==> config.mk <==
export PLATFORM = sky130hd
export DESIGN_NAME = ins_fetch
export DESIGN_NICKNAME = d
export VERILOG_FILES = /design/src/rtl/cpu_pkg.sv /design/src/rtl/pc_counter.sv /design/src/rtl/ins_fetch.sv
export SDC_FILE = /design/constraint.sdc
export NUM_CORES = 1
export LEC_CHECK = 0
export CELL_PAD_IN_SITES_DETAIL_PLACEMENT = 0
export CELL_PAD_IN_SITES_GLOBAL_PLACEMENT = 1
export CORE_ASPECT_RATIO = 1.75
export CORE_MARGIN = 2
export CORE_UTILIZATION = 31
export CTS_BUF_LIST = sky130_fd_sc_hd__clkbuf_4 sky130_fd_sc_hd__clkbuf_8
export DETAILED_ROUTE_END_ITERATION = 7
export GPL_TIMING_DRIVEN = 0
export PLACE_DENSITY = 0.91
export SYNTH_ARGS = -nofsm -noshare
export SYNTH_HDL_FRONTEND = slang
export SYNTH_SLANG_ARGS = --single-unit
==> constraint.sdc <==
create_clock -name clk -period 1.6 [get_ports clk]
set_clock_uncertainty 0.2 [all_clocks]
set_input_delay 0.32 -clock clk [delete_from_list [all_inputs] [get_ports clk]]
set_output_delay 0.32 -clock clk [all_outputs]
set_load 0.005 [all_outputs]
==> src/rtl/cpu_pkg.sv <==
// Shared CPU constants: datapath widths, the halt opcode and the fetch state encoding.
// ins_mem, ins_fetch and decode all size themselves from these values.
package cpu_pkg;

    localparam int ADDR_W = 4;
    localparam int INSTR_W = 8;
    localparam logic [INSTR_W-1:0] HALT_OPCODE = 8'hFF;

    typedef enum logic {
        FETCH  = 1'b0,
        HALTED = 1'b1
    } fetch_state_t;

endpackage

==> src/rtl/pc_counter.sv <==
// Program counter register: synchronous reset, redirect load, and increment
// that wraps modulo 2^ADDR_W.
module pc_counter #(
    parameter int ADDR_W = 4,
    parameter logic [ADDR_W-1:0] RESET_PC = '0
) (
    input  logic              clk,
    input  logic              rst,
    input  logic              load,
    input  logic [ADDR_W-1:0] load_pc,
    input  logic              inc,
    output logic [ADDR_W-1:0] pc
);

    // Redirect load has priority over the fetch increment.
    always_ff @(posedge clk) begin
        if (rst) begin
            pc <= RESET_PC;
        end else if (load) begin
            pc <= load_pc;
        end else if (inc) begin
            pc <= pc + ADDR_W'(1);
        end
    end

endmodule

==> src/rtl/ins_fetch.sv <==
// Instruction fetch unit: owns the PC, reads ins_mem combinationally and presents
// one instruction at a time to decode over valid/ready, with redirect and HALT.
module ins_fetch
    import cpu_pkg::*;
#(
    parameter int ADDR_W = cpu_pkg::ADDR_W,
    parameter int INSTR_W = cpu_pkg::INSTR_W,
    parameter logic [ADDR_W-1:0] RESET_PC = '0,
    parameter logic [INSTR_W-1:0] HALT_OPCODE = cpu_pkg::HALT_OPCODE
) (
    input  logic               clk,
    input  logic               rst,
    output logic [ADDR_W-1:0]  mem_addr,
    input  logic [INSTR_W-1:0] mem_instr,
    output logic               instr_valid,
    input  logic               instr_ready,
    output logic [INSTR_W-1:0] instr,
    output logic [ADDR_W-1:0]  instr_pc,
    input  logic               redirect_valid,
    input  logic [ADDR_W-1:0]  redirect_pc,
    output logic               halted
);

    fetch_state_t      state;
    fetch_state_t      state_nxt;
    logic              load;
    logic [ADDR_W-1:0] pc;

    pc_counter #(
        .ADDR_W  (ADDR_W),
        .RESET_PC(RESET_PC)
    ) u_pc (
        .clk    (clk),
        .rst    (rst),
        .load   (redirect_valid),
        .load_pc(redirect_pc),
        .inc    (load),
        .pc     (pc)
    );

    assign mem_addr = pc;
    assign halted   = (state == HALTED);

    // A load fills the output register whenever it is empty or being drained;
    // a redirect suppresses it so the stale sequential instruction is never captured.
    always_comb begin
        state_nxt = state;
        load      = 1'b0;
        if (redirect_valid) begin
            state_nxt = FETCH;
        end else if (state == FETCH && (!instr_valid || instr_ready)) begin
            load = 1'b1;
            if (mem_instr == HALT_OPCODE) begin
                state_nxt = HALTED;
            end
        end
    end

    always_ff @(posedge clk) begin
        if (rst) begin
            state <= FETCH;
        end else begin
            state <= state_nxt;
        end
    end

    always_ff @(posedge clk) begin
        if (rst) begin
            instr_valid <= 1'b0;
            instr       <= '0;
            instr_pc    <= '0;
        end else if (redirect_valid) begin
            instr_valid <= 1'b0;
        end else if (load) begin
            instr_valid <= 1'b1;
            instr       <= mem_instr;
            instr_pc    <= pc;
        end else if (instr_ready) begin
            instr_valid <= 1'b0;
        end
    end

endmodule

== Yosys cells after proc, flatten, opt, wreduce, memory -nomap -nowiden ==
Index checks and enable logic that the tools add are counted.
Cells by class
  add/sub/neg operators: 1
  equality and inequality tests: 1
  mux-type cells: 6
  bitwise gates (word level): 2
  reductions and logical operators: 8
Operator list (count)
  8-bit equality test (second input constant): 1
  4-bit two-way mux: 2
  4-bit by 1-bit adder with 4-bit output (second input constant): 1
  1-bit two-way mux: 4
  2-bit AND reduction: 2
  2-bit nonzero test: 2
  1-bit NOT: 2
  2-bit OR reduction: 1
  1-bit logical AND: 1
  1-bit zero test: 1
  1-bit logical OR: 1
Storage, ports and cells
  bits in registers: 18
  input port bits: 16
  output and inout bits: 18

== Longest topological paths before layout ==
  depth in word-level cells: 7
  mapped depth: 5
  depth with buffers taken out: 3

== Hierarchy ==
From an unflattened synthesis, not the netlist that was laid out.
Second synthesis, totals
  cell total of the unflattened synthesis: 88
  area total of the unflattened synthesis: 843.3 µm²
By module, submodules not included
  ins_fetch: instances 1, cells each 66, area an instance 638.1 µm²
  pc_counter: instances 1, cells each 22, area an instance 205.2 µm²

== Worst setup path before layout ==
No wires, ideal clock.
  kind: flip-flop to flip-flop
  start: register instr_valid
  end: register u_pc.pc[0]
  setup time: 0.091 ns
  arrival time: 1.070 ns
  required time: 1.309 ns
  slack: 0.239 ns
  stages on the path, launching flop included: 5
  buffers on the path: 1
  clock period less this slack: 1.361 ns
  path through: dfxtp_1 nor2b_4 buf_6 or3_1 a311oi_1
On the way
  word-level cells in the longest chain between the ends: 6
Ends and longest elaborated chain
  from (decl): line ins_fetch.sv:15  | output logic instr_valid,
  from (signal assigned): line ins_fetch.sv:69  | instr_valid <= 1'b0;
  from (signal assigned): line ins_fetch.sv:73  | instr_valid <= 1'b0;
  from (signal assigned): line ins_fetch.sv:75  | instr_valid <= 1'b1;
  1-bit zero test: line ins_fetch.sv:51  | end else if (state == FETCH && (!instr_valid || instr_ready)) begin
  1-bit logical OR: line ins_fetch.sv:51
  1-bit logical AND: line ins_fetch.sv:51
  1-bit two-way mux: line ins_fetch.sv:51
  1-bit two-way mux: line ins_fetch.sv:49  | if (redirect_valid) begin
  2-bit nonzero test (no source line)
  to (signal assigned): line pc_counter.sv:20  | pc <= load_pc;
  to (signal assigned): line pc_counter.sv:22  | pc <= pc + ADDR_W'(1);
  to (decl): line pc_counter.sv:12  | output logic [ADDR_W-1:0] pc
No other way between the ends.
A chain may end at the register's enable or synchronous reset.

== Worst setup path in the final report ==
  start: register instr_valid
  end: register instr_pc[2]
On the way
  word-level cells in the longest chain between the ends: 6
Ends and longest elaborated chain
  1-bit zero test: line ins_fetch.sv:51
  1-bit logical OR: line ins_fetch.sv:51
  1-bit logical AND: line ins_fetch.sv:51
  1-bit two-way mux: line ins_fetch.sv:51
  1-bit two-way mux: line ins_fetch.sv:49
  2-bit AND reduction (no source line)
  to (signal assigned): line ins_fetch.sv:77  | instr_pc <= pc;
  to (decl): line ins_fetch.sv:18  | output logic [ADDR_W-1:0] instr_pc,
No other way between the ends.

==> results.md <==
- FFs w/ async S/R, synth: 0%
- Reg area: 373 um2
- Initial core utilization: a little under a third
- Synth warn: 0
- Top sig layer: met4
- Min Tclk post-route: 1.47 ns
- FF-to-FF setup slack: 0.13 ns
- Metal3 WL: 80 um
- Clock root buffer: clkbuf_8
- Mapped Avg Cell Area: 8.78 um2
- Hold Path Stages: 2
- Global-route wire length before repair: 4060 um
- FF+latch count, synth: 18
- Area Overhead vs Synth: 52.2%
- Inserted Diodes: 0
- Met2 routed WL: 1300 um
- Crit-path max cell delay: 0.33 ns
- Vias in the first global route: 903
- WP data required: 1.58 ns
- # rows: 25
- DR WL/cell: 14.9 um
- Main synth FF type: dfxtp_1
- Highest-count cells in the layout ignoring fill and taps: 16 x dlygate4sd2_1, 15 x nand4_1, 13 x a21oi_1
- Pre-CTS setup slack: -0.301 ns
- CP Class: reg -> reg
- Core Region: between 2000 and 3000 um2
- Power per cell area: 812 nW/um2
- Worst slew pin tran: a little over 0.5 ns
- Count of final setup violators: 0
- # hold bufs at CTS: 0
- Antenna violations before repair: 0
- Die height: 73.0 um
- Share of layout cells above drive strength 1: 21.5%
- Final count of hold timing violations: 0
- Clk_lat worst skew: roughly 0.25 ns
- Crit path buffers/inverters: 2
- CP Cell Sequence: buf_4 > nor2b_4 > clkbuf_4 > o31ai_1 > a21oi_1
- FMAX: 682 MHz
- Clock sink count: 18
- GRT Total Usage: 16.7%
- Final HPWL DP: 1790 um
- Worst R2R Path Depth: 5
- Worst IR Drop VDD: 0.569 mV
- Cell Area, Synth: 843 um2
- IO Pins: 34
- Synth top area share: 42.7%
- Worst Hold Class: in -> reg
- RSZ-0062 raised after global routing: false
- Leakage: 0.592 nW
- Number of synthesized flops with an enable pin: 0
- FF-to-FF Start: instr_valid
- Slew Viols, Final: 0
- Post-route ant nets: 0
- Hold wc startpoint: rst
- Synth cell types: 24
- Cells after synthesis: 96
- CP top delay family: buffers and inverters
- Post-Syn Nets: 113
- CP endpoint kind: register
- Die width: between 40 and 50 um
- Top post-synthesis cells by area: dfxtp_1 43%, nand4_1 11%, o31ai_1 11%
- Max-cap check violation count: 0
- Worst Slack Setup Final: roughly 0.13 ns
- Tcrit/Tclk final: a little over 90%
- Filler cells: 250
- First DRT Iteration DRCs: 23
- Synth area leader: dfxtp_1
- Detailed Routing Iterations Pass 1: 4
- Die Area: 3170 um2
- Drt total wl: 2420 um
- Slowest-stage cell, CP: dfxtp_2
- Worst R2R End: instr_pc[2]
- Area of the multi-input gates: about 410 um2
- GRT overflow: 0
- Routed vias/inst: roughly 5.6
- CTS clk-pin slew, worst paths: 0.07 ns
- Crit Path Max Fanout: 10
- Setup tns final: 0 ns
- Rel. slew slack: 66.1%
- Crit path DAT: 1.45 ns
- Routed length on met1: 958 um
- Num CTS Buffers: 3
- Layout Nets: between 150 and 200
- CTS tree: built
- H-Tree Depth: 1
- DRC: 0
- Routed vias: just over 900
- Largest net degree at the start of global routing: 11
- Deepest clock path buffer count: 2
- RePlAce Congestion: 0.820
- PortBufs: 31
- CP Launch Point: instr_valid
- Status: complete, no violations
- Share of the yosys chip area belonging to registers: roughly 43%
- Startpoint Class: register
- Most common cell after layout, fill and taps aside: dlygate4sd2_1
- Worst hold endpoint: instr[0]
synth_stat cells, types with 2 or more instances:
cell type / instances
nor2_1: 4
nand4_1: 15
nand3_1: 2
dfxtp_1: 18
a21oi_1: 13
a311oi_1: 3
o31a_1: 2
o31ai_1: 12
buf_6: 2
clkbuf_1: 3
o21ai_0: 2
buf_1: 2
buf_2: 5
inv_1: 3
what timing repair did:
item / 4_1_cts / 5_1_grt
setup endpoints to repair: 18 / 12
buffers inserted: 5 / 0
hold endpoints to repair: 0 / 0
pin swaps: 0 / 1
gates resized for setup: 24 / 10
cells by family (layout without fill, tap and decap cells):
| group | Yosys count | in the layout | synth area share (%) |
|---|---|---|---|
| buffers and inverters | 16 | 55 | 9.64 |
| adder cells (fa/ha/maj) | 1 | 1 | 1.48 |
| flip-flops | 18 | 18 | 42.7 |
| AND/OR/NAND/NOR | 26 | 26 | 18.5 |
| AO/OA/AOI/OAI | 35 | 35 | 27.6 |
through the flow:
step,util [%],area (um2),instances,total power [W],hold slack [ns]
finish,48.3,1280,162,0.00104,0.256
global route,48.3,1280,162,0.00110,0.272
CTS,47.8,1270,163,0.00105,0.244
detailed placement,44.7,1190,154,0.000685,0.262
global placement,44.7,1190,154,0.000682,0.258
floorplan,-,843,96,0.000579,0.265
state kept, by name, summed over array words and instances (netlist names):
name	flops
instr	8
instr_pc	4
halted	1
instr_valid	1
u_pc.pc	4
layer usage:
layer | GRT usage (%) | up-vias
li1 | - | 447
met1 | 18.7 | 426
met2 | 29.7 | 29
met3 | 1.49 | 9
met4 | 9.76 | 0
met5 | 0 | -
report_power, final:
group,switching [W],internal (W),leakage (nW)
sequential,0.0000132,0.000476,0.151
combinational,0.0000829,0.000102,0.413
clock,0.000150,0.000219,0.0288
total,0.000246,0.000797,0.592
area by class of cell:
class | count | area share, %
well taps | 27 | 2.63
inverters | 4 | 1.17
clock buffers | 4 | 4.29
repair buffers | 36 | 26.1
multi-input cells | 62 | 32.1
flip-flops and latches | 18 | 29.0
plain buffers | 11 | 4.68
worst max path at each step:
stage | to | slack [ns] | cells past startpoint
2_1_floorplan | u_pc.pc[0] | 0.24 | 4
3_3_place_gp | u_pc.pc[0] | -0.24 | 5
3_5_place_dp | u_pc.pc[0] | -0.30 | 5
4_1_cts | instr[6] | 0.0005 | 1
5_1_grt | instr[4] | 0.01 | 5
6_report | instr_pc[2] | 0.13 | 5
(Power assumes the default switching activity.)
